`src/rtl/ram_nc_pkg.sv`:
```
// Shared definitions for the no-change RAM request/response controller.
package ram_nc_pkg;

  localparam int ADDR_W_DEF = 5;
  localparam int DATA_W_DEF = 32;
  localparam int CNT_W      = 16;

  // One buffered read response at the default widths.
  typedef struct packed {
    logic [ADDR_W_DEF-1:0] addr;
    logic [DATA_W_DEF-1:0] data;
  } rsp_t;

  // Occupancy counter width for a FIFO of the given depth (holds 0..depth).
  function automatic int occ_width(input int depth);
    return $clog2(depth) + 1;
  endfunction

endpackage

```
`src/rtl/ram_nc_rsp_fifo.sv`:
```
// Response FIFO: power-of-two depth, registered head output, occupancy exposed.
module ram_nc_rsp_fifo
  import ram_nc_pkg::*;
#(
  parameter int WIDTH = ADDR_W_DEF + DATA_W_DEF,
  parameter int DEPTH = 4
) (
  input  logic                        clk,
  input  logic                        rst_n,
  input  logic                        push,
  input  logic [WIDTH-1:0]            din,
  input  logic                        pop,
  output logic [WIDTH-1:0]            dout,
  output logic                        valid,
  output logic [occ_width(DEPTH)-1:0] occ
);

  localparam int PTR_W = $clog2(DEPTH);
  localparam int OCC_W = occ_width(DEPTH);

  logic [WIDTH-1:0] mem [DEPTH];
  logic [PTR_W-1:0] wr_ptr;
  logic [PTR_W-1:0] rd_ptr;
  logic [PTR_W-1:0] rd_ptr_inc;
  logic [OCC_W-1:0] occ_reg;
  logic [OCC_W-1:0] occ_next;
  logic [WIDTH-1:0] head_reg;
  logic             valid_reg;
  logic             pop_eff;

  assign pop_eff    = pop & valid_reg;
  assign rd_ptr_inc = rd_ptr + PTR_W'(1);

  // Occupancy after this cycle's push/pop; simultaneous push and pop cancel.
  always_comb begin
    occ_next = occ_reg;
    case ({push, pop_eff})
      2'b10:   occ_next = occ_reg + OCC_W'(1);
      2'b01:   occ_next = occ_reg - OCC_W'(1);
      default: occ_next = occ_reg;
    endcase
  end

  // Storage array; no reset so it maps onto plain memory.
  always_ff @(posedge clk) begin
    if (push) begin
      mem[wr_ptr] <= din;
    end
  end

  // Pointers and occupancy.
  always_ff @(posedge clk or negedge rst_n) begin
    if (!rst_n) begin
      wr_ptr  <= '0;
      rd_ptr  <= '0;
      occ_reg <= '0;
    end else begin
      if (push)    wr_ptr <= wr_ptr + PTR_W'(1);
      if (pop_eff) rd_ptr <= rd_ptr_inc;
      occ_reg <= occ_next;
    end
  end

  // Head register: loads the pushed word when the FIFO is (or becomes) empty
  // underneath it, otherwise the next stored entry on a pop.
  always_ff @(posedge clk or negedge rst_n) begin
    if (!rst_n) begin
      head_reg  <= '0;
      valid_reg <= 1'b0;
    end else begin
      if (push && ((occ_reg == '0) || (pop_eff && (occ_reg == OCC_W'(1))))) begin
        head_reg <= din;
      end else if (pop_eff && (occ_reg > OCC_W'(1))) begin
        head_reg <= mem[rd_ptr_inc];
      end
      valid_reg <= (occ_next != '0);
    end
  end

  assign dout  = head_reg;
  assign valid = valid_reg;
  assign occ   = occ_reg;

  // The upstream credit scheme must never push into a full FIFO.
  a_no_overflow: assert property (@(posedge clk) disable iff (!rst_n)
    !(push && (occ_reg == OCC_W'(DEPTH))));

endmodule

```
`src/rtl/ram_nc_port_ctrl.sv`:
```
// Request-side controller for a single-port no-change RAM with credit-based
// response buffering so read data captured from the RAM is never dropped.
module ram_nc_port_ctrl
  import ram_nc_pkg::*;
#(
  parameter int ADDR_W    = ADDR_W_DEF,
  parameter int DATA_W    = DATA_W_DEF,
  parameter int RSP_DEPTH = 4
) (
  input  logic              clk,
  input  logic              rst_n,
  input  logic              req_valid,
  output logic              req_ready,
  input  logic              req_we,
  input  logic [ADDR_W-1:0] req_addr,
  input  logic [DATA_W-1:0] req_wdata,
  output logic              ram_en,
  output logic              ram_we,
  output logic [ADDR_W-1:0] ram_addr,
  output logic [DATA_W-1:0] ram_din,
  input  logic [DATA_W-1:0] ram_dout,
  output logic              rsp_valid,
  input  logic              rsp_ready,
  output logic [DATA_W-1:0] rsp_data,
  output logic [ADDR_W-1:0] rsp_addr,
  output logic [CNT_W-1:0]  rd_issued,
  output logic [CNT_W-1:0]  wr_issued
);

  localparam int OCC_W = occ_width(RSP_DEPTH);
  localparam int FW    = ADDR_W + DATA_W;

  logic              acc;
  logic              rd_acc;
  logic              wr_acc;
  logic              pop;
  logic              inflight;
  logic [ADDR_W-1:0] inflight_addr;
  logic [OCC_W-1:0]  occ;
  logic [OCC_W:0]    credit_used;
  logic [FW-1:0]     fifo_din;
  logic [FW-1:0]     fifo_dout;
  logic [CNT_W-1:0]  rd_cnt;
  logic [CNT_W-1:0]  wr_cnt;

  assign pop = rsp_valid & rsp_ready;

  // Entries committed after this cycle: buffered plus the read in flight,
  // minus the one leaving now. Forced low while reset is asserted.
  always_comb begin
    credit_used = {1'b0, occ} + {{OCC_W{1'b0}}, inflight} - {{OCC_W{1'b0}}, pop};
    req_ready   = rst_n & (credit_used < (OCC_W+1)'(RSP_DEPTH));
  end

  assign acc    = req_valid & req_ready;
  assign rd_acc = acc & ~req_we;
  assign wr_acc = acc & req_we;

  assign ram_en   = acc;
  assign ram_we   = wr_acc;
  assign ram_addr = req_addr;
  assign ram_din  = req_wdata;

  // Track the read whose data appears on ram_dout next cycle.
  always_ff @(posedge clk or negedge rst_n) begin
    if (!rst_n) begin
      inflight      <= 1'b0;
      inflight_addr <= '0;
    end else begin
      inflight <= rd_acc;
      if (rd_acc) begin
        inflight_addr <= req_addr;
      end
    end
  end

  // Issue counters, free-running and wrapping.
  always_ff @(posedge clk or negedge rst_n) begin
    if (!rst_n) begin
      rd_cnt <= '0;
      wr_cnt <= '0;
    end else begin
      if (rd_acc) rd_cnt <= rd_cnt + CNT_W'(1);
      if (wr_acc) wr_cnt <= wr_cnt + CNT_W'(1);
    end
  end

  assign rd_issued = rd_cnt;
  assign wr_issued = wr_cnt;

  // ram_dout is only meaningful the cycle after a read; capture it then.
  assign fifo_din = {inflight_addr, ram_dout};

  ram_nc_rsp_fifo #(
    .WIDTH (FW),
    .DEPTH (RSP_DEPTH)
  ) u_rsp_fifo (
    .clk   (clk),
    .rst_n (rst_n),
    .push  (inflight),
    .din   (fifo_din),
    .pop   (pop),
    .dout  (fifo_dout),
    .valid (rsp_valid),
    .occ   (occ)
  );

  assign rsp_data = fifo_dout[DATA_W-1:0];
  assign rsp_addr = fifo_dout[FW-1:DATA_W];

endmodule

```
`config.mk`:
```
export PLATFORM = sky130hd
export DESIGN_NAME = ram_nc_port_ctrl
export DESIGN_NICKNAME = d
export VERILOG_FILES = /design/src/rtl/ram_nc_pkg.sv /design/src/rtl/ram_nc_rsp_fifo.sv /design/src/rtl/ram_nc_port_ctrl.sv
export SDC_FILE = /design/constraint.sdc
export NUM_CORES = 1
export LEC_CHECK = 0
export ABC_AREA = 1
export CAP_MARGIN = 20
export CORE_MARGIN = 8
export CORE_UTILIZATION = 50
export CTS_CLUSTER_DIAMETER = 200
export CTS_CLUSTER_SIZE = 12
export DETAILED_ROUTE_END_ITERATION = 10
export PLACE_DENSITY = 0.74
export SLEW_MARGIN = 40
export SYNTH_ARGS = -nofsm -noshare
export SYNTH_HDL_FRONTEND = slang
export SYNTH_SLANG_ARGS = --single-unit
```
`constraint.sdc`:
```
create_clock -name clk -period 5.1 [get_ports clk]
set_clock_uncertainty 0.1 [all_clocks]
set_input_delay 1.02 -clock clk [delete_from_list [all_inputs] [get_ports clk]]
set_output_delay 1.02 -clock clk [all_outputs]
set_load 0.02 [all_outputs]
```
-- Word-level counts from Yosys, hierarchy flattened
Memory sizes are Yosys's and may differ from the RTL's.
Index checks and enable logic that the tools add are counted.
- add/subtract/negate cells: 8
- magnitude comparators: 2
- equality and inequality tests: 3
- multiplexer cells: 5
- bitwise gates (word level): 7
- reduce and logical (&&, ||, !) cells: 7
- operators by type and width (cell ; count):
    two-way mux 37 bit ; 2
    adder 16 x 1 -> 16 bit, second input constant ; 2
    bitwise AND 1 bit ; 6
    case mux 3 bit (2 select lines) ; 1
    adder 2 x 1 -> 2 bit, second input constant ; 2
    adder 3 x 1 -> 4 bit ; 1
    < comparator 4 x 3 -> 1 bit, second input constant ; 1
    subtractor 4 x 1 -> 4 bit ; 1
    adder 3 x 1 -> 3 bit, second input constant ; 1
    equality test 3 x 1 -> 1 bit, second input constant ; 1
    > comparator 3 x 1 -> 1 bit, second input constant ; 1
    logical AND 1 bit ; 3
    logical NOT 3 bit ; 1
    nonzero test 3 bit ; 1
    subtractor 3 x 1 -> 3 bit, second input constant ; 1
    equality test 2 x 1 -> 1 bit, second input constant ; 1
    equality test 2 bit, second input constant ; 1
    two-way mux 1 bit ; 2
    nonzero test 2 bit ; 1
    logical OR 1 bit ; 1
    inverter 1 bit ; 1
- register bits: 83
- memory bits (writable): 148
- input bits: 74
- output and inout bits: 110
- logic and storage cells: 42
- memories: 1
- memories (memory ; depth ; width ; read ports ; clocked after memory_dff ; wr ports ; line ; text):
    u_rsp_fifo.mem ; 4 ; 37 ; 1 ; 0 ; 1 ; ram_nc_rsp_fifo.sv:21 ; logic [WIDTH-1:0] mem [DEPTH];

-- Logic depth before layout (Yosys ltp)
Gate-level depths: netlist of run 1.
- word-level depth: 6
- mapped depth: 14
- mapped depth without buffers: 13

-- Hierarchy
Synthesis of run 1 repeated with hierarchy kept, for this count alone.
- cells, all modules: 1225
- area, all modules: 10996.8 µm²
- modules (own cells, without submodules) (module ; times used ; cells an instance ; area an instance (µm²) ; seq. area each (µm²)):
    ram_nc_rsp_fifo ; 1 ; 857 ; 8361.8 ; 5570.3
    ram_nc_port_ctrl ; 1 ; 368 ; 2635.0 ; 950.9

-- Least setup slack after synthesis of run 1
No wires, ideal clock.
- kind: input-to-output
- start point: input port rsp_ready
- end point: output port ram_we
- data arrival time: 2354 ps
- required time: 3980 ps
- path slack: 1626 ps
- cell stages on the path: 12
- buffers on the path: 1
- cells stage by stage: nand2_2 inv_1 ha_1 inv_1 ha_1 nand2_1 nor2_1 nor2_1 nor2_4 nand3_4 nor2_8 buf_6
- longest elaborated chain between the ends: 6
- ends and longest elaborated chain (item ; line ; text):
    start: declaration ; ram_nc_port_ctrl.sv:23 ; input logic rsp_ready,
    bitwise AND 1 bit ; ram_nc_port_ctrl.sv:46 ; assign pop = rsp_valid & rsp_ready;
    subtractor 4 x 1 -> 4 bit ; ram_nc_port_ctrl.sv:51 ; credit_used = {1'b0, occ} + {{OCC_W{1'b0}}, inflight} - {{OCC_W{1'b0}}, pop};
    < comparator 4 x 3 -> 1 bit ; ram_nc_port_ctrl.sv:52 ; req_ready = rst_n & (credit_used < (OCC_W+1)'(RSP_DEPTH));
    bitwise AND 1 bit ; ram_nc_port_ctrl.sv:52 ;
    bitwise AND 1 bit ; ram_nc_port_ctrl.sv:55 ; assign acc = req_valid & req_ready;
    bitwise AND 1 bit ; ram_nc_port_ctrl.sv:57 ; assign wr_acc = acc & req_we;
    end: declaration ; ram_nc_port_ctrl.sv:18 ; output logic ram_we,
No other way between the ends.

-- Worst setup path in the final report of run 1
Ends and elaborated chain as after synthesis.

==> reports/results.txt, run 1 <==
CTS tree: done
final setup fails: 0
GR Util All Layers: 17.62%
H-tree levels: 1
max FFs per register: 148
Cell variety after synth: 32
post-route ant nets: 0
GR Overflow Total: 0
CP arrival: 3.55 ns
post-layout minimum cycle time: 4.670 ns
Max Cap Viol: 0
Final Max Tran Viols: 0
Setup CP Type: input port to primary output
Post-Route WL: 22560 µm
Relative slew margins: 46.41%
Synth Warn #: 0
first-pass GRT wire length: 36960 µm
Final nets: 1183
CP bufs+invs: 4
Reg with most FFs: u_rsp_fifo.mem
Synth-to-Final Area Change: 17.92%
crit-path max cell delay: 0.62 ns
Leakage: 0.004857 µW
Fin Setup TNS: 0 ns
Post-CTS Setup Bufs: 0
Horiz. Die Dim: 158.8 µm
diode count: 0
Post-Layout Cell Count: 1378
Via density: 5.128
synthesized area: 0.01019 mm²
initial antenna violation count: 0
vias in the first global route: 7029
DRC: 0
Synth top area share: 43.60%
Tightest Pin Transition: 0.8026 ns
IO Port Bufs: 119
crit path launch type: input port
later-pin clock latency in the skew report: 0.49 ns
layout cell share with drive strength beyond 1: 4.422%
GPL Wtd Cong: 0.8709
Yosys reg bits: 231
Iter 0 DRT Violations: 491
Starting Density: 50.70%
Synth area leader: edfxtp_1
Clock transition at path regs: 0.06 ns
Hold WC Path Type: input port to asynchronous set/reset pin
Synth area leaders: edfxtp_1, dfrtp_1, nand2_1
status: finished clean
Cell Pwr Density: 500.3 mW/mm²
Clock Sinks: 231
FMAX: 214.2 MHz
largest net degree at the start of global routing: 60
worst-path fanout max: 6
post-synthesis sequential area ratio: 63.97%
placed cells: 1336
post_cts resized: 0
via count: 7067
total CTS buffers: 23
Slowest-stage cell, CP: clkdlybuf4s50_1
Fin. Hold Viols: 0
Core ar.: 0.02010 mm²
Die ar.: 0.02521 mm²
worst path cell trace: clkdlybuf4s50_1 -> nand2_2 -> inv_1 -> ha_1 -> inv_1 -> ha_1 -> nand2_1 -> nor2_1 -> nor2_1 -> nor2_4 -> nand3_4 -> nor2_8 -> clkdlybuf4s50_1
post-synthesis net count: 1100
DR WL/cell: 16.37 µm
Crit. End Element: primary output
clk buf depth: 3
cells after synthesis: 1009
hpwl dp: 13540 µm
family with the most delay on the worst path: buffers and inverters
CTS root buf: clkbuf_16
row count: 52
Syn Area/Cell: 10.10 µm²
Worst VDD drop: 0.2444 mV
fin crit share: 91.56%
drt first pass iters: 5
Crit path required time: 3.98 ns
num ports: 184
CTS Hold Buffers Added: 0
die height: 158.8 µm
RSZ-0062 raised after global routing: false
## cells in the final DEF (no fill, tap or decap), types with 17 or more instances in the layout
cell,n
a21oi_1,36
clkbuf_1,17
clkbuf_16,23
clkdlybuf4s50_1,118
dfrtp_1,82
edfxtp_1,148
ha_1,17
inv_1,43
nand2_1,338
nand3_1,54
nor2_1,114
o21ai_0,47
## metrics by stage
| stage | setup WS (ns) | util (%) | power [µW] | area [µm²] | hold WS (ns) |
|---|---|---|---|---|---|
| 2_1_floorplan | 1.626 | - | 3795 | 10190 | 0.3914 |
| 3_3_place_gp | 0.4898 | 56.35 | 4489 | 11330 | 0.3761 |
| 3_5_place_dp | 0.4244 | 56.40 | 4539 | 11340 | 0.3819 |
| 4_1_cts | 0.4208 | 59.63 | 6050 | 11990 | 0.3509 |
| 5_1_grt | 0.2395 | 59.79 | 6392 | 12020 | 0.3619 |
| 6_report | 0.4305 | 59.79 | 6013 | 12020 | 0.3471 |
## final timing paths
| path | to | slack [ns] | cells after the start | start |
|---|---|---|---|---|
| min reg2reg | u_rsp_fifo.dout[11] | 0.39 | 2 | u_rsp_fifo.dout[11] |
| max reg2reg | inflight_addr[1] | 2.69 | 12 | u_rsp_fifo.occ[0] |
| max in group asynchronous | u_rsp_fifo.rd_ptr[1] | 3.62 | 2 | rst_n |
| min in group clk | u_rsp_fifo.dout[11] | 0.39 | 2 | u_rsp_fifo.dout[11] |
| max | ram_we | 0.43 | 13 | rsp_ready |
| min | wr_issued[12] | 0.35 | 1 | rst_n |
## power by group
group / switching [µW] / total (µW) / internal (µW)
combinational: 1210 / 1970 / 755
sequential: 245 / 2540 / 2300
clock: 655 / 1500 / 848
## cell usage after synthesis, drive strengths merged
cell type and n:
nor2 119, o22ai 1, inv 49, a21oi 36
clkinv 1, clkbuf 10, ha 17, dfrtp 83
a22oi 1, nand2 339, o21ai 52, nand3 55
o211ai 3, nor3 2, o21bai 1, and2 1
nand4 6, edfxtp 148, o221ai 1, xnor2 12
xor2 12, buf 60
## routing by layer
layer,GRT usage [%],up-vias,routed length (µm)
li1,-,3448,-
met1,22.58,3402,9887
met2,30.23,192,10980
met3,3.826,25,1347
met4,3.680,0,351
met5,0,-,0
## area by class of cell
class                   instances  area (µm²)
flip-flops and latches        231        6523
multi-input cells             658        3032
well taps                     270       337.8
repair buffers                128        1280
clock buffers                  40       639.4
clock inverters                 1       11.26
fillers                      1660        8084
inverters                      50       197.7
## cells by family (layout without fill, tap and decap cells)
logic type	count (synthesis)	after routing	synth area share, %
AO/OA/AOI/OAI	95	95	4.836
XOR/XNOR	24	24	2.062
buffers and inverters	120	219	6.284
adder cells (fa/ha/maj)	17	17	2.087
flip-flops	231	231	63.97
AND/OR/NAND/NOR	522	522	20.76
Power figures use the tool's default switching activity.
==> run 2, diff against run 1 <==
--- a/config.mk
+++ b/config.mk
@@ -6,7 +6,6 @@
 export NUM_CORES = 1
 export LEC_CHECK = 0
 export ABC_AREA = 1
-export CAP_MARGIN = 20
 export CORE_MARGIN = 8
 export CORE_UTILIZATION = 50
 export CTS_CLUSTER_DIAMETER = 200
==> results of run 2 <==
The final DEF is identical to that of run 1; final timing and power are the same.
==> run 3, diff against run 2 <==
--- a/config.mk
+++ b/config.mk
@@ -7,11 +7,11 @@
 export LEC_CHECK = 0
 export ABC_AREA = 1
 export CORE_MARGIN = 8
-export CORE_UTILIZATION = 50
+export CORE_UTILIZATION = 57
 export CTS_CLUSTER_DIAMETER = 200
 export CTS_CLUSTER_SIZE = 12
 export DETAILED_ROUTE_END_ITERATION = 10
-export PLACE_DENSITY = 0.74
+export PLACE_DENSITY = 0.83
 export SLEW_MARGIN = 40
 export SYNTH_ARGS = -nofsm -noshare
 export SYNTH_HDL_FRONTEND = slang
==> reports/results.txt, run 3 (same netlist as run 1, synthesis figures left out) <==
Int Power: 3887 µW (-0.35%)
Clock transition at path regs: 0.06 ns (about the same)
Setup CP Type: input port to primary output
Max Cap Viol: 0 (unchanged)
worst-path fanout max: 17 (+11)
crit path launch type: input port
later-pin clock latency in the skew report: 0.49 ns (about the same)
largest net degree at the start of global routing: 63 (+5.0%)
via count: 7250 (+2.6%)
Post-CTS Setup Bufs: 0 (unchanged)
final worst slack: 0.3437 ns (-0.08679 ns)
first-pass GRT wire length: 36410 µm (-1.5%)
CTS root buf: clkbuf_16
DR WL/cell: 16.73 µm (+2.2%)
Seq pwr share: 41.7% (-0.6 points)
Worst VDD drop: 0.2776 mV (+14%)
Clock Sinks: 231 (unchanged)
total power: 6015 µW (about the same)
total CTS buffers: 23 (unchanged)
Horiz. Die Dim: 149.7 µm (-5.7%)
initial antenna violation count: 0 (unchanged)
drt first pass iters: 5 (unchanged)
Die ar.: 0.02242 mm² (-11%)
FMAX: 210.2 MHz (-1.8%)
clock share of power: 24.9% (about the same)
fin crit share: 93.26% (+1.7 points)
sw power: 2128 µW (+0.70%)
Hold WC Path Type: input port to asynchronous set/reset pin
post-layout minimum cycle time: 4.756 ns (+0.08679 ns)
beginning of the critical path: rsp_ready
Relative slew margins: 46.72% (+0.30 points)
Post-Route WL: 22400 µm (-0.71%)
CP arrival: 3.64 ns (+0.09 ns)
post_cts resized: 0 (unchanged)
most common cell after layout, fill and taps aside: nand2_1
Cell Pwr Density: 503.0 mW/mm² (+0.55%)
Final Max Tran Viols: 0 (unchanged)
part of the power in combinational logic: 33.4% (+0.7 points)
CTS Hold Buffers Added: 0 (unchanged)
Crit. End Element: primary output
final setup fails: 0 (unchanged)
Starting Density: 57.33% (+6.6 points)
Via density: 5.414 (+5.6%)
Final nets: 1185 (+0.17%)
max FFs per register: 148 (unchanged)
DRC: 0 (unchanged)
GPL Wtd Cong: 0.8686 (-0.26%)
Crit path required time: 3.98 ns (about the same)
Core ar.: 0.01778 mm² (-12%)
diode count: 0 (unchanged)
Tightest Pin Transition: 0.7981 ns (-0.004566 ns)
Fin. Hold Viols: 0 (unchanged)
Fin Setup TNS: 0 ns (unchanged)
num ports: 184 (unchanged)
row count: 49 (-5.8%)
hpwl dp: 13710 µm (+1.3%)
sw frac: 35.38% (+0.24 points)
Iter 0 DRT Violations: 477 (-2.9%)
RSZ-0062 raised after global routing: false
clk buf depth: 3 (unchanged)
vias in the first global route: 7463 (+6.2%)
Synth-to-Final Area Change: 17.30%
# fillers: 1292 (-22%)
IO Port Bufs: 119 (unchanged)
dpl ws: 0.3414 ns (-0.08296 ns)
layout cell share with drive strength beyond 1: 4.324% (-0.098 points)
GR Util All Layers: 20.18% (+2.6 points)
H-tree levels: 1 (unchanged)
die height: 149.7 µm (-5.7%)
most frequent cells in the layout: nand2_1, edfxtp_1, clkdlybuf4s50_1, nor2_1, dfrtp_1
CTS tree: done
status: finished clean
GR Overflow Total: 0 (unchanged)
final core occ: 67.25% (+7.5 points)
Reg with most FFs: u_rsp_fifo.mem
post-route ant nets: 0 (unchanged)
worst r2r src: u_rsp_fifo.occ[0]
Leakage: 0.004844 µW (-0.26%)
run 3: changes by cell type in the layout (fill, tap and decap cells not counted), sizes merged:
cell    change
clkinv      +4
inv         -4
buf         +2
run 3: path summary, 6_finish.rpt:
check                                            end  slack (ns)  cells after the start
worst min register to register    u_rsp_fifo.dout[5]        0.39                      2
min in group clk                  u_rsp_fifo.dout[5]        0.39                      2
max in group asynchronous       u_rsp_fifo.rd_ptr[1]        3.65                      2
worst min-delay path                   wr_issued[11]        0.35                      1
worst max register to register   u_rsp_fifo.dout[26]        2.47                     10
worst max-delay path                          ram_we        0.34                     13
run 3: layout make-up:
| class | count | area (µm²) | area share (%) |
|---|---|---|---|
| multi-input cells | 658 | 3034 | 25.38 |
| well taps | 229 | 286.5 | 2.396 |
| inverters | 50 | 187.7 | 1.570 |
| flip-flops and latches | 231 | 6523 | 54.55 |
| clock buffers | 40 | 639.4 | 5.347 |
| repair buffers | 130 | 1275 | 10.66 |
| clock inverters | 1 | 11.26 | 0.09418 |
run 3: worst max-delay path, stage by stage:
cell             delay (ns)
clkdlybuf4s50_1        0.49
nand2_2                0.11
inv_1                  0.12
ha_1                   0.15
inv_1                  0.04
ha_1                   0.28
nand2_1                0.05
nor2_1                 0.10
nor2_1                 0.08
nor2_4                 0.15
nand3_4                0.14
nor2_8                 0.23
clkdlybuf4s50_1        0.65
run 3: power groups by stage:
stage | Combinational (µW) | Sequential, µW | Clock, µW
global route | 2220 | 2540 | 1580
CTS | 2020 | 2510 | 1520
global placement | 1940 | 2530 | 0
finish | 2010 | 2510 | 1500
floorplan | 1110 | 2690 | 0
detailed placement | 2000 | 2540 | 0
run 3: layer usage:
layer,vias to the layer above,wire length [µm],track usage [%]
met5,-,0,0
met4,0,340,5.447
met3,37,1650,3.810
met2,264,11060,35.43
met1,3501,9351,25.10
li1,3448,-,-
run 3: stage by stage:
stage / std cells / hold slack [ns] / cell area [µm²]
global route: 1339 / 0.3596 / 11960
finish: 1339 / 0.3484 / 11960
detailed placement: 1298 / 0.3823 / 11300
CTS: 1339 / 0.3525 / 11950
floorplan: 1009 / 0.3914 / 10190
global placement: 1298 / 0.3770 / 11300
